===== src/rtl/cla_pkg.sv =====
// Shared constants, configuration check and per-stage control record for cla_pipe_adder.
package cla_pkg;

    localparam int unsigned CLA_BLK_W = 4;

    // Fixed-width part of a pipeline stage record; tag, partial sum and pending
    // operand slices depend on the adder parameters and live beside it in the top.
    typedef struct packed {
        logic valid;
        logic carry;
        logic gp;
        logic gg;
    } cla_stage_t;

    function automatic bit cla_cfg_ok(input int unsigned width, input int unsigned stages);
        return (stages >= 1) && (stages <= width / CLA_BLK_W) &&
               (width % (stages * CLA_BLK_W) == 0);
    endfunction

endpackage


===== src/rtl/cla_block4.sv =====
// Combinational 4-bit carry-lookahead block: sum plus block propagate/generate.
module cla_block4
    import cla_pkg::*;
(
    input  logic [CLA_BLK_W-1:0] a,
    input  logic [CLA_BLK_W-1:0] b,
    input  logic                 cin,
    output logic [CLA_BLK_W-1:0] sum,
    output logic                 gp,
    output logic                 gg
);

    logic [CLA_BLK_W-1:0] p;
    logic [CLA_BLK_W-1:0] g;
    logic [CLA_BLK_W-1:0] c;

    assign p  = a ^ b;
    assign g  = a & b;
    // gp/gg kept apart from the carry chain so they never depend on cin
    assign gp = &p;
    assign gg = g[3] | (p[3] & g[2]) | (p[3] & p[2] & g[1]) | (p[3] & p[2] & p[1] & g[0]);

    always_comb begin
        c[0] = cin;
        c[1] = g[0] | (p[0] & cin);
        c[2] = g[1] | (p[1] & g[0]) | (p[1] & p[0] & cin);
        c[3] = g[2] | (p[2] & g[1]) | (p[2] & p[1] & g[0]) | (p[2] & p[1] & p[0] & cin);
        sum  = p ^ c;
    end

endmodule


===== src/rtl/cla_pipe_adder.sv =====
// Pipelined carry-lookahead adder/subtractor, STAGES registered slices with valid/ready handshake.
// Optional signed-overflow output enabled by defining CLA_PIPE_OVF_EN.
module cla_pipe_adder
    import cla_pkg::*;
#(
    parameter int unsigned WIDTH  = 64,
    parameter int unsigned STAGES = 2,
    parameter int unsigned TAG_W  = 4
) (
    input  logic             clk,
    input  logic             rst_n,
    input  logic             in_valid,
    output logic             in_ready,
    input  logic [WIDTH-1:0] in_a,
    input  logic [WIDTH-1:0] in_b,
    input  logic             cin,
    input  logic             sub,
    input  logic [TAG_W-1:0] in_tag,
    output logic             out_valid,
    input  logic             out_ready,
    output logic [WIDTH-1:0] sum,
    output logic             cout,
    output logic             gp,
    output logic             gg,
    output logic [TAG_W-1:0] out_tag
`ifdef CLA_PIPE_OVF_EN
    ,
    output logic             ovf
`endif
);

    localparam int unsigned S  = WIDTH / STAGES;
    localparam int unsigned NB = S / CLA_BLK_W;

    if (!cla_cfg_ok(WIDTH, STAGES)) begin : g_cfg_err
        $error("cla_pipe_adder: WIDTH must be a multiple of 4*STAGES with 1 <= STAGES <= WIDTH/4");
    end

    logic adv;

    assign adv      = !out_valid || out_ready;
    assign in_ready = adv;

    for (genvar k = 0; k < STAGES; k++) begin : g_stage
        localparam int unsigned REM = WIDTH - k * S;

        logic [REM-1:0]       a_src;
        logic [REM-1:0]       b_src;
        cla_stage_t           ctl_src;
        logic [TAG_W-1:0]     tag_src;
        logic [S-1:0]         s_sum;
        logic [NB-1:0]        bgp;
        logic [NB-1:0]        bgg;
        logic [NB:0]          c;
        logic                 sl_gp;
        logic                 sl_gg;
        logic [(k+1)*S-1:0]   sum_nxt;
        cla_stage_t           ctl_q;
        logic [TAG_W-1:0]     tag_q;
        logic [(k+1)*S-1:0]   sum_q;

        if (k == 0) begin : g_src
            always_comb begin
                a_src   = in_a;
                b_src   = sub ? ~in_b : in_b;
                ctl_src = '{valid: in_valid, carry: sub | cin, gp: 1'b1, gg: 1'b0};
                tag_src = in_tag;
            end
            assign sum_nxt = s_sum;
        end else begin : g_src
            always_comb begin
                a_src   = g_stage[k-1].g_pend.a_q;
                b_src   = g_stage[k-1].g_pend.b_q;
                ctl_src = g_stage[k-1].ctl_q;
                tag_src = g_stage[k-1].tag_q;
            end
            assign sum_nxt = {s_sum, g_stage[k-1].sum_q};
        end

        for (genvar j = 0; j < NB; j++) begin : g_blk
            cla_block4 u_blk (
                .a   (a_src[j*CLA_BLK_W +: CLA_BLK_W]),
                .b   (b_src[j*CLA_BLK_W +: CLA_BLK_W]),
                .cin (c[j]),
                .sum (s_sum[j*CLA_BLK_W +: CLA_BLK_W]),
                .gp  (bgp[j]),
                .gg  (bgg[j])
            );
        end

        // Each block carry is formed from the slice carry-in and prefix group terms, not rippled
        always_comb begin
            c[0]  = ctl_src.carry;
            sl_gg = 1'b0;
            sl_gp = 1'b1;
            for (int unsigned j = 0; j < NB; j++) begin
                sl_gg  = bgg[j] | (bgp[j] & sl_gg);
                sl_gp  = sl_gp & bgp[j];
                c[j+1] = sl_gg | (sl_gp & c[0]);
            end
        end

        always_ff @(posedge clk or negedge rst_n) begin
            if (!rst_n) begin
                ctl_q <= '0;
                tag_q <= '0;
                sum_q <= '0;
            end else if (adv) begin
                ctl_q.valid <= ctl_src.valid;
                if (ctl_src.valid) begin
                    ctl_q.carry <= c[NB];
                    ctl_q.gp    <= ctl_src.gp & sl_gp;
                    ctl_q.gg    <= sl_gg | (sl_gp & ctl_src.gg);
                    tag_q       <= tag_src;
                    sum_q       <= sum_nxt;
                end
            end
        end

        if (k < STAGES - 1) begin : g_pend
            logic [REM-S-1:0] a_q;
            logic [REM-S-1:0] b_q;

            always_ff @(posedge clk or negedge rst_n) begin
                if (!rst_n) begin
                    a_q <= '0;
                    b_q <= '0;
                end else if (adv && ctl_src.valid) begin
                    a_q <= a_src[REM-1:S];
                    b_q <= b_src[REM-1:S];
                end
            end
        end

`ifdef CLA_PIPE_OVF_EN
        if (k == STAGES - 1) begin : g_ovf
            logic ovf_q;

            // carry into the MSB recovered as p_msb ^ sum_msb
            always_ff @(posedge clk or negedge rst_n) begin
                if (!rst_n) begin
                    ovf_q <= 1'b0;
                end else if (adv && ctl_src.valid) begin
                    ovf_q <= a_src[REM-1] ^ b_src[REM-1] ^ s_sum[S-1] ^ c[NB];
                end
            end
        end
`endif
    end

    assign out_valid = g_stage[STAGES-1].ctl_q.valid;
    assign sum       = g_stage[STAGES-1].sum_q;
    assign cout      = g_stage[STAGES-1].ctl_q.carry;
    assign gp        = g_stage[STAGES-1].ctl_q.gp;
    assign gg        = g_stage[STAGES-1].ctl_q.gg;
    assign out_tag   = g_stage[STAGES-1].tag_q;
`ifdef CLA_PIPE_OVF_EN
    assign ovf       = g_stage[STAGES-1].g_ovf.ovf_q;
`endif

endmodule

===== config.mk =====
export PLATFORM = sky130hd
export DESIGN_NAME = cla_pipe_adder
export DESIGN_NICKNAME = d
export VERILOG_FILES = /design/src/rtl/cla_pkg.sv /design/src/rtl/cla_block4.sv /design/src/rtl/cla_pipe_adder.sv
export SDC_FILE = /design/constraint.sdc
export NUM_CORES = 1
export LEC_CHECK = 0
export CORE_MARGIN = 2
export CORE_UTILIZATION = 29
export CTS_BUF_LIST = sky130_fd_sc_hd__clkbuf_4 sky130_fd_sc_hd__clkbuf_8
export DETAILED_ROUTE_END_ITERATION = 10
export SYNTH_ARGS = -nofsm -noshare
export SYNTH_HDL_FRONTEND = slang
export SYNTH_SLANG_ARGS = --single-unit

===== constraint.sdc =====
create_clock -name clk -period 2.3 [get_ports clk]
set_input_delay 0.46 -clock clk [delete_from_list [all_inputs] [get_ports clk]]
set_output_delay 0.46 -clock clk [all_outputs]
set_load 0.01 [all_outputs]

* Word-level counts from Yosys, hierarchy flattened
Cells that the tools add are included.
Operators by class: mux-type cells 1, bitwise gates (word level) 495, reductions and logical operators 21
Operators by type and width (count):
- $and 1x1->1 | 270
- $or 1x1->1 | 176
- $xor 4x4->4 | 32
- $and 4x4->4 | 16
- $mux 64 | 1
- $not 64->64 | 1
- $reduce_and 4->1 | 16
- $reduce_and 2->1 | 2
- $logic_and 1x1->1 | 1
- $logic_not 1->1 | 1
- $logic_or 1x1->1 | 1
Word-level totals: bits in registers 176, bits of input ports 138, output and inout port bits 73, word-level logic and storage cells 531

* Longest topological paths before layout
word-level depth 23, depth in mapped cells 13, gate-level depth less buffers 12

* By module
A second synthesis with hierarchy kept.
Unflattened totals: cell total of the unflattened synthesis 1190, area, all modules 10403.7 µm²
By module, submodules not included:
- cla_pipe_adder | times used 1, cells an instance 838, area each 7480.9 µm², sequential area each 4404.2 µm²
- cla_block4 | times used 16, cells an instance 22, area each 182.7 µm², sequential area each 0.0 µm²

* Least setup slack after synthesis
OpenSTA, ideal clock, no wires.
kind input to register, start input sub, end register g_stage[0].sum_q[29], setup time 0.083 ns, arrival 3.325 ns, data required time 2.217 ns, path slack -1.108 ns, stages on the path 13, path buffers 2, cell sequence clkbuf_1 > buf_1 > xor2_1 > ha_1 > a21oi_2 > o21ai_2 > and2b_4 > a21oi_2 > nand2_2 > o21a_1 > fa_1 > xor2_1 > o21ai_0
Between the ends: word-level cells in the longest chain between the ends 22, elaborated cells between the ends (all ways) 104, classes of those cells 1 x mux; 96 x bitwise; 7 x reduce/logical
Ends and longest elaborated chain:
- from (decl) | line cla_pipe_adder.sv:17 | input logic sub,
- $mux 64 | line cla_pipe_adder.sv:65 | b_src = sub ? ~in_b : in_b;
- $xor 4x4->4 or $and 4x4->4 (tied branches) | line cla_block4.sv:17, cla_block4.sv:18
- $and 1x1->1 | line cla_block4.sv:21 | assign gg = g[3] | (p[3] & g[2]) | (p[3] & p[2] & g[1]) | (p[3] & p[2] & p[1] & g[0]);
- $or 1x1->1 or $and 1x1->1 (tied branches) (2 in series) | line cla_block4.sv:21
- $or 1x1->1 | line cla_block4.sv:21
- $and 1x1->1 | line cla_pipe_adder.sv:97 | sl_gg = bgg[j] | (bgp[j] & sl_gg);
- $or 1x1->1 | line cla_pipe_adder.sv:97
- $and 1x1->1 | line cla_pipe_adder.sv:97
- (+5 left out)
- $and 1x1->1 | line cla_pipe_adder.sv:97
- $or 1x1->1 | line cla_pipe_adder.sv:97
- $and 1x1->1 | line cla_pipe_adder.sv:97
- $or 1x1->1 | line cla_pipe_adder.sv:97
- $or 1x1->1 | line cla_pipe_adder.sv:99 | c[j+1] = sl_gg | (sl_gp & c[0]);
- $and 1x1->1 | line cla_block4.sv:25 | c[1] = g[0] | (p[0] & cin);
- $or 1x1->1 | line cla_block4.sv:25
- $xor 4x4->4 * | line cla_block4.sv:28 | sum = p ^ c;
- to (signal assigned) | line cla_pipe_adder.sv:115 | sum_q <= sum_nxt;
- to (decl) | line cla_pipe_adder.sv:60 | logic [(k+1)*S-1:0] sum_q;
Mark *: on every way between the ends. The rest lies on a longest branch, timed or not. A chain may end at the register's enable or synchronous reset.

* Worst setup path in the final report
start register g_stage[0].g_pend.b_q[22], end register g_stage[1].sum_q[60] (netlist: sum[60])
Between the ends: word-level cells in the longest chain between the ends 10, elaborated cells between the ends (all ways) 20, classes of those cells 19 x bitwise; 1 x reduce/logical
Ends and longest elaborated chain:
- from (decl) | line cla_pipe_adder.sv:122 | logic [REM-S-1:0] b_q;
- from (signal assigned) | line cla_pipe_adder.sv:130 | b_q <= b_src[REM-1:S];
- $and 4x4->4 or $xor 4x4->4 (tied branches) | line cla_block4.sv:18, cla_block4.sv:17
- $and 1x1->1 | line cla_block4.sv:21
- $or 1x1->1 or $and 1x1->1 (tied branches) (2 in series) | line cla_block4.sv:21
- $or 1x1->1 | line cla_block4.sv:21
- $or 1x1->1 | line cla_pipe_adder.sv:97
- $and 1x1->1 | line cla_pipe_adder.sv:97
- $or 1x1->1 | line cla_pipe_adder.sv:97
- $or 1x1->1 * | line cla_pipe_adder.sv:99
- $xor 4x4->4 * | line cla_block4.sv:28
- via g_stage[1].g_blk[7].u_blk.sum[0] | line cla_block4.sv:8 | output logic [CLA_BLK_W-1:0] sum,
- to (signal assigned) | line cla_pipe_adder.sv:115
- to (decl) | line cla_pipe_adder.sv:60
Mark *: on every way through the listed nets, which the timed path passes. The rest lies on a longest branch.

==> metrics.md <==
| Metric | Value |
|---|---|
| Minimum clock period | 2.40 ns |
| Final setup viols | 16 |
| Startpoint types | flip-flop |
| RSZ-0062 raised after global routing | yes |
| Final worst slack | -0.103 ns |
| Slew HR | 0.560 |
| Final WL | 30500 µm |
| Die Span X | 189 µm |
| Crit path capture type | flip-flop |
| Worst Max-Slew Pin Slew | 0.660 ns |
| Worst hold slack | 0.458 ns |
| Crit path kind | flip-flop to flip-flop |
| Worst path top cell family by delay | adder cells |
| Gpl congestion | 0.870 |
| PortBufs | 210 |
| Final worst path period share | 1.04 |
| Slowest stage cell, crit path | fa_2 |
| Fin. Hold Viols | 0 |
| Number of global-route vias before repair | 9175 |
| Power Density | 853 nW/µm² |
| Fraction of registers with async set/reset | 1.00 |
| EDFF count, synth | 0 |
| Vias/cell | 4.56 |
| Reg-to-reg endpoint | sum[60] |
| Crit path depth | 12 |
| HP Class | input port to async pin |
| Core Region | 33600 µm² |
| CTS Sinks | 176 |
| Leading cell type in the layout, fill and taps excluded | nand2_1 |
| Avg Inst Size Synth | 9.11 µm² |
| Worst reg-to-reg path cell count | 12 |
| CP Max Fanout | 3 |
| CTS tree | done |
| Unique masters post-synth | 61 |
| CP Cell Sequence | ha_2 > nand2_2 > nor2_1 > o21a_1 > a2bb2oi_2 > nand2_1 > nand2_2 > nand2b_1 > nand2_1 > fa_2 > nand2_1 > nand2_1 |
| CTS root buf | clkbuf_8 |
| Die area | 35600 µm² |
| Row count | 67 |
| Io pins | 211 |
| Drt drc | 0 |
| Via count | 8844 |
| Fin. max-slew vios | 0 |
| Mapped cell area | 9900 µm² |
| WL/cell | 15.7 µm |
| Final antenna-violating net count | 0 |
| Yosys warnings | 0 |
| Status | finished, violations left |
| Area Growth Syn to Fin | 57.5% |
| GRT Residual Overflow | 0 |
| Sequential cell area fraction in the yosys report | 0.445 |
| Worst-path clk slew | 0.11 ns |
| Layout Utilization | 0.464 |
| First-pass GRT wire length | 48300 µm |
| VDD IR max | 436 µV |
| Largest net degree at the start of global routing | 48 |
| Most frequent cells in the layout | nand2_1, dfrtp_1, buf_4 |
| Seq cells post-synth | 176 |
| Crit path top cell by count | nand2_1 |
| WP data required | 2.70 ns |
| Post-DP HPWL | 21800 µm |
| Critical Path Start | g_stage[0].g_pend.b_q[22] |
| Final nets | 1694 |
| Layout cells sized above 1 | 0.271 |
| Pre-CTS WS | -0.894 ns |
| Clk_lat worst skew | 0.50 ns |
| Failing checks | setup timing |
| Setup TNS | -0.791 ns |
| CP endpoint | sum[60] |
| Ys flop type | dfrtp_1 |
| CTS buffer count | 17 |
| R2r startpoint | g_stage[0].g_pend.b_q[22] |
| Non-filler cells, final | 1941 |
| Mapped Nets | 1305 |
| DRT Pass-1 Iters | 4 |
| WP buf/inv | 0 |
| Max-cap violation count | 0 |
| Cells after Synth | 1087 |
| Max Fclk | 416 MHz |
| Placed cells | 1847 |
| Drt initial violations | 393 |
| Clk buf depth | 2 |
| Tot GR Track Use | 0.173 |
| CP max stage delay | 0.42 ns |
| Die Y | 189 µm |
| H-tree levels | 4 |
| Initial Utilization | 0.295 |
| R2r setup slk | -0.10 ns |
| Initial antenna violation count | 7 |
| Skew final | 0.0181 ns |
| Leakage power | 7.18 nW |
| Crit path DAT | 2.80 ns |
[Yosys cell counts, types with 2 or more instances]
library cell  count  area share
o21ai_1          12      0.0061
nor2_1           19      0.0072
o311ai_4          2      0.0053
nand3_1          15      0.0076
o21a_1            6      0.0045
nor2b_1           3      0.0019
a31oi_1           5      0.0032
xnor2_1          54       0.048
buf_1             5      0.0019
a31o_2            2      0.0018
dfrtp_1         176        0.44
o31ai_1           2      0.0015
fa_1             16       0.032
nor4_1            3      0.0019
nand4_1          13      0.0082
o21ai_0          86       0.043
and3_1            3      0.0019
nor3_1            5      0.0025
nand2_1         361        0.14
a41o_1            2      0.0020
nand4_2           2      0.0025
o21ai_2           5      0.0044
xor2_1           54       0.048
o21bai_1          2      0.0015
nand2b_1          5      0.0032
buf_2             3      0.0015
and2_1            5      0.0032
a21oi_1          35       0.018
a211oi_1          2      0.0015
clkbuf_1         37       0.014
ha_1             64       0.081
a21oi_2           8      0.0071
inv_1            33       0.013
a21o_1           15       0.011
[through the flow]
step | instance area [µm²] | total power, W
6_report | 15600 | 0.0133
5_1_grt | 15600 | 0.0143
4_1_cts | 15100 | 0.0130
3_5_place_dp | 13800 | 0.0103
3_3_place_gp | 13800 | 0.0101
2_1_floorplan | 10100 | 0.00736
[flip-flops by register name (all words and copies together) (netlist names)]
signal              count
cout                    1
out_tag                 4
sum                    64
g_stage.tag_q           4
gp                      1
out_valid               1
g_stage.ctl_q           4
g_stage.g_pend.a_q     32
g_stage.g_pend.b_q     32
gg                      1
g_stage.sum_q          32
[layer usage]
| layer | share of wire | GRT usage |
|---|---|---|
| met1 | 0.44 | 0.221 |
| met2 | 0.48 | 0.286 |
| met4 | 0.019 | 0.0529 |
| met3 | 0.064 | 0.0464 |
| met5 | 0.0012 | 0 |
[how the worst min path moves through the flow]
stage / startpoint / endpoint / slack (ns)
floorplan: rst_n / cout / 0.16
global placement: rst_n / g_stage[0].g_pend.a_q[19] / 0.43
detailed placement: rst_n / g_stage[0].g_pend.a_q[19] / 0.43
CTS: rst_n / sum[49] / 0.43
global route: rst_n / sum[48] / 0.46
finish: rst_n / g_stage[0].g_pend.a_q[16] / 0.46
[what timing repair did]
action / 4_1_cts / 5_1_grt
resized for setup: 140 / 93
pin swaps: 88 / 77
setup buffers: 52 / 10
cloned: 2 / 0
setup endpoints to repair: 39 / 48
hold buffers: 1 / 0
endpoints found under the hold margin: 40 / 0
[cells by family (layout without fill, tap and decap cells)]
| logic type | count (synthesis) | count (layout) | synth area share |
|---|---|---|---|
| simple gates | 443 | 443 | 0.185 |
| compound gates | 201 | 201 | 0.130 |
| flops | 176 | 176 | 0.445 |
| xor+xnor | 108 | 108 | 0.0955 |
| fa+ha+maj | 80 | 80 | 0.113 |
| buf+inv | 78 | 480 | 0.0299 |
| mux | 1 | 1 | 0.00114 |
| other cells | 0 | 4 | 0 |
[final cells by class]
type / instances / area [µm²]
fillers: 3146 / 18000
multi-input cells: 833 / 6250
flip-flops and latches: 176 / 4400
repair buffers: 415 / 3840
well taps: 448 / 561
clock buffers: 17 / 234
clock inverters: 15 / 169
inverters: 33 / 124
diodes: 4 / 10.0
[power breakdown]
part / internal, W / switching (W)
Clock: 0.000907 / 0.00133
Combinational: 0.00346 / 0.00296
Sequential: 0.00400 / 0.000636
Total: 0.00837 / 0.00493
No activity file was read; power rests on OpenSTA's default activity.
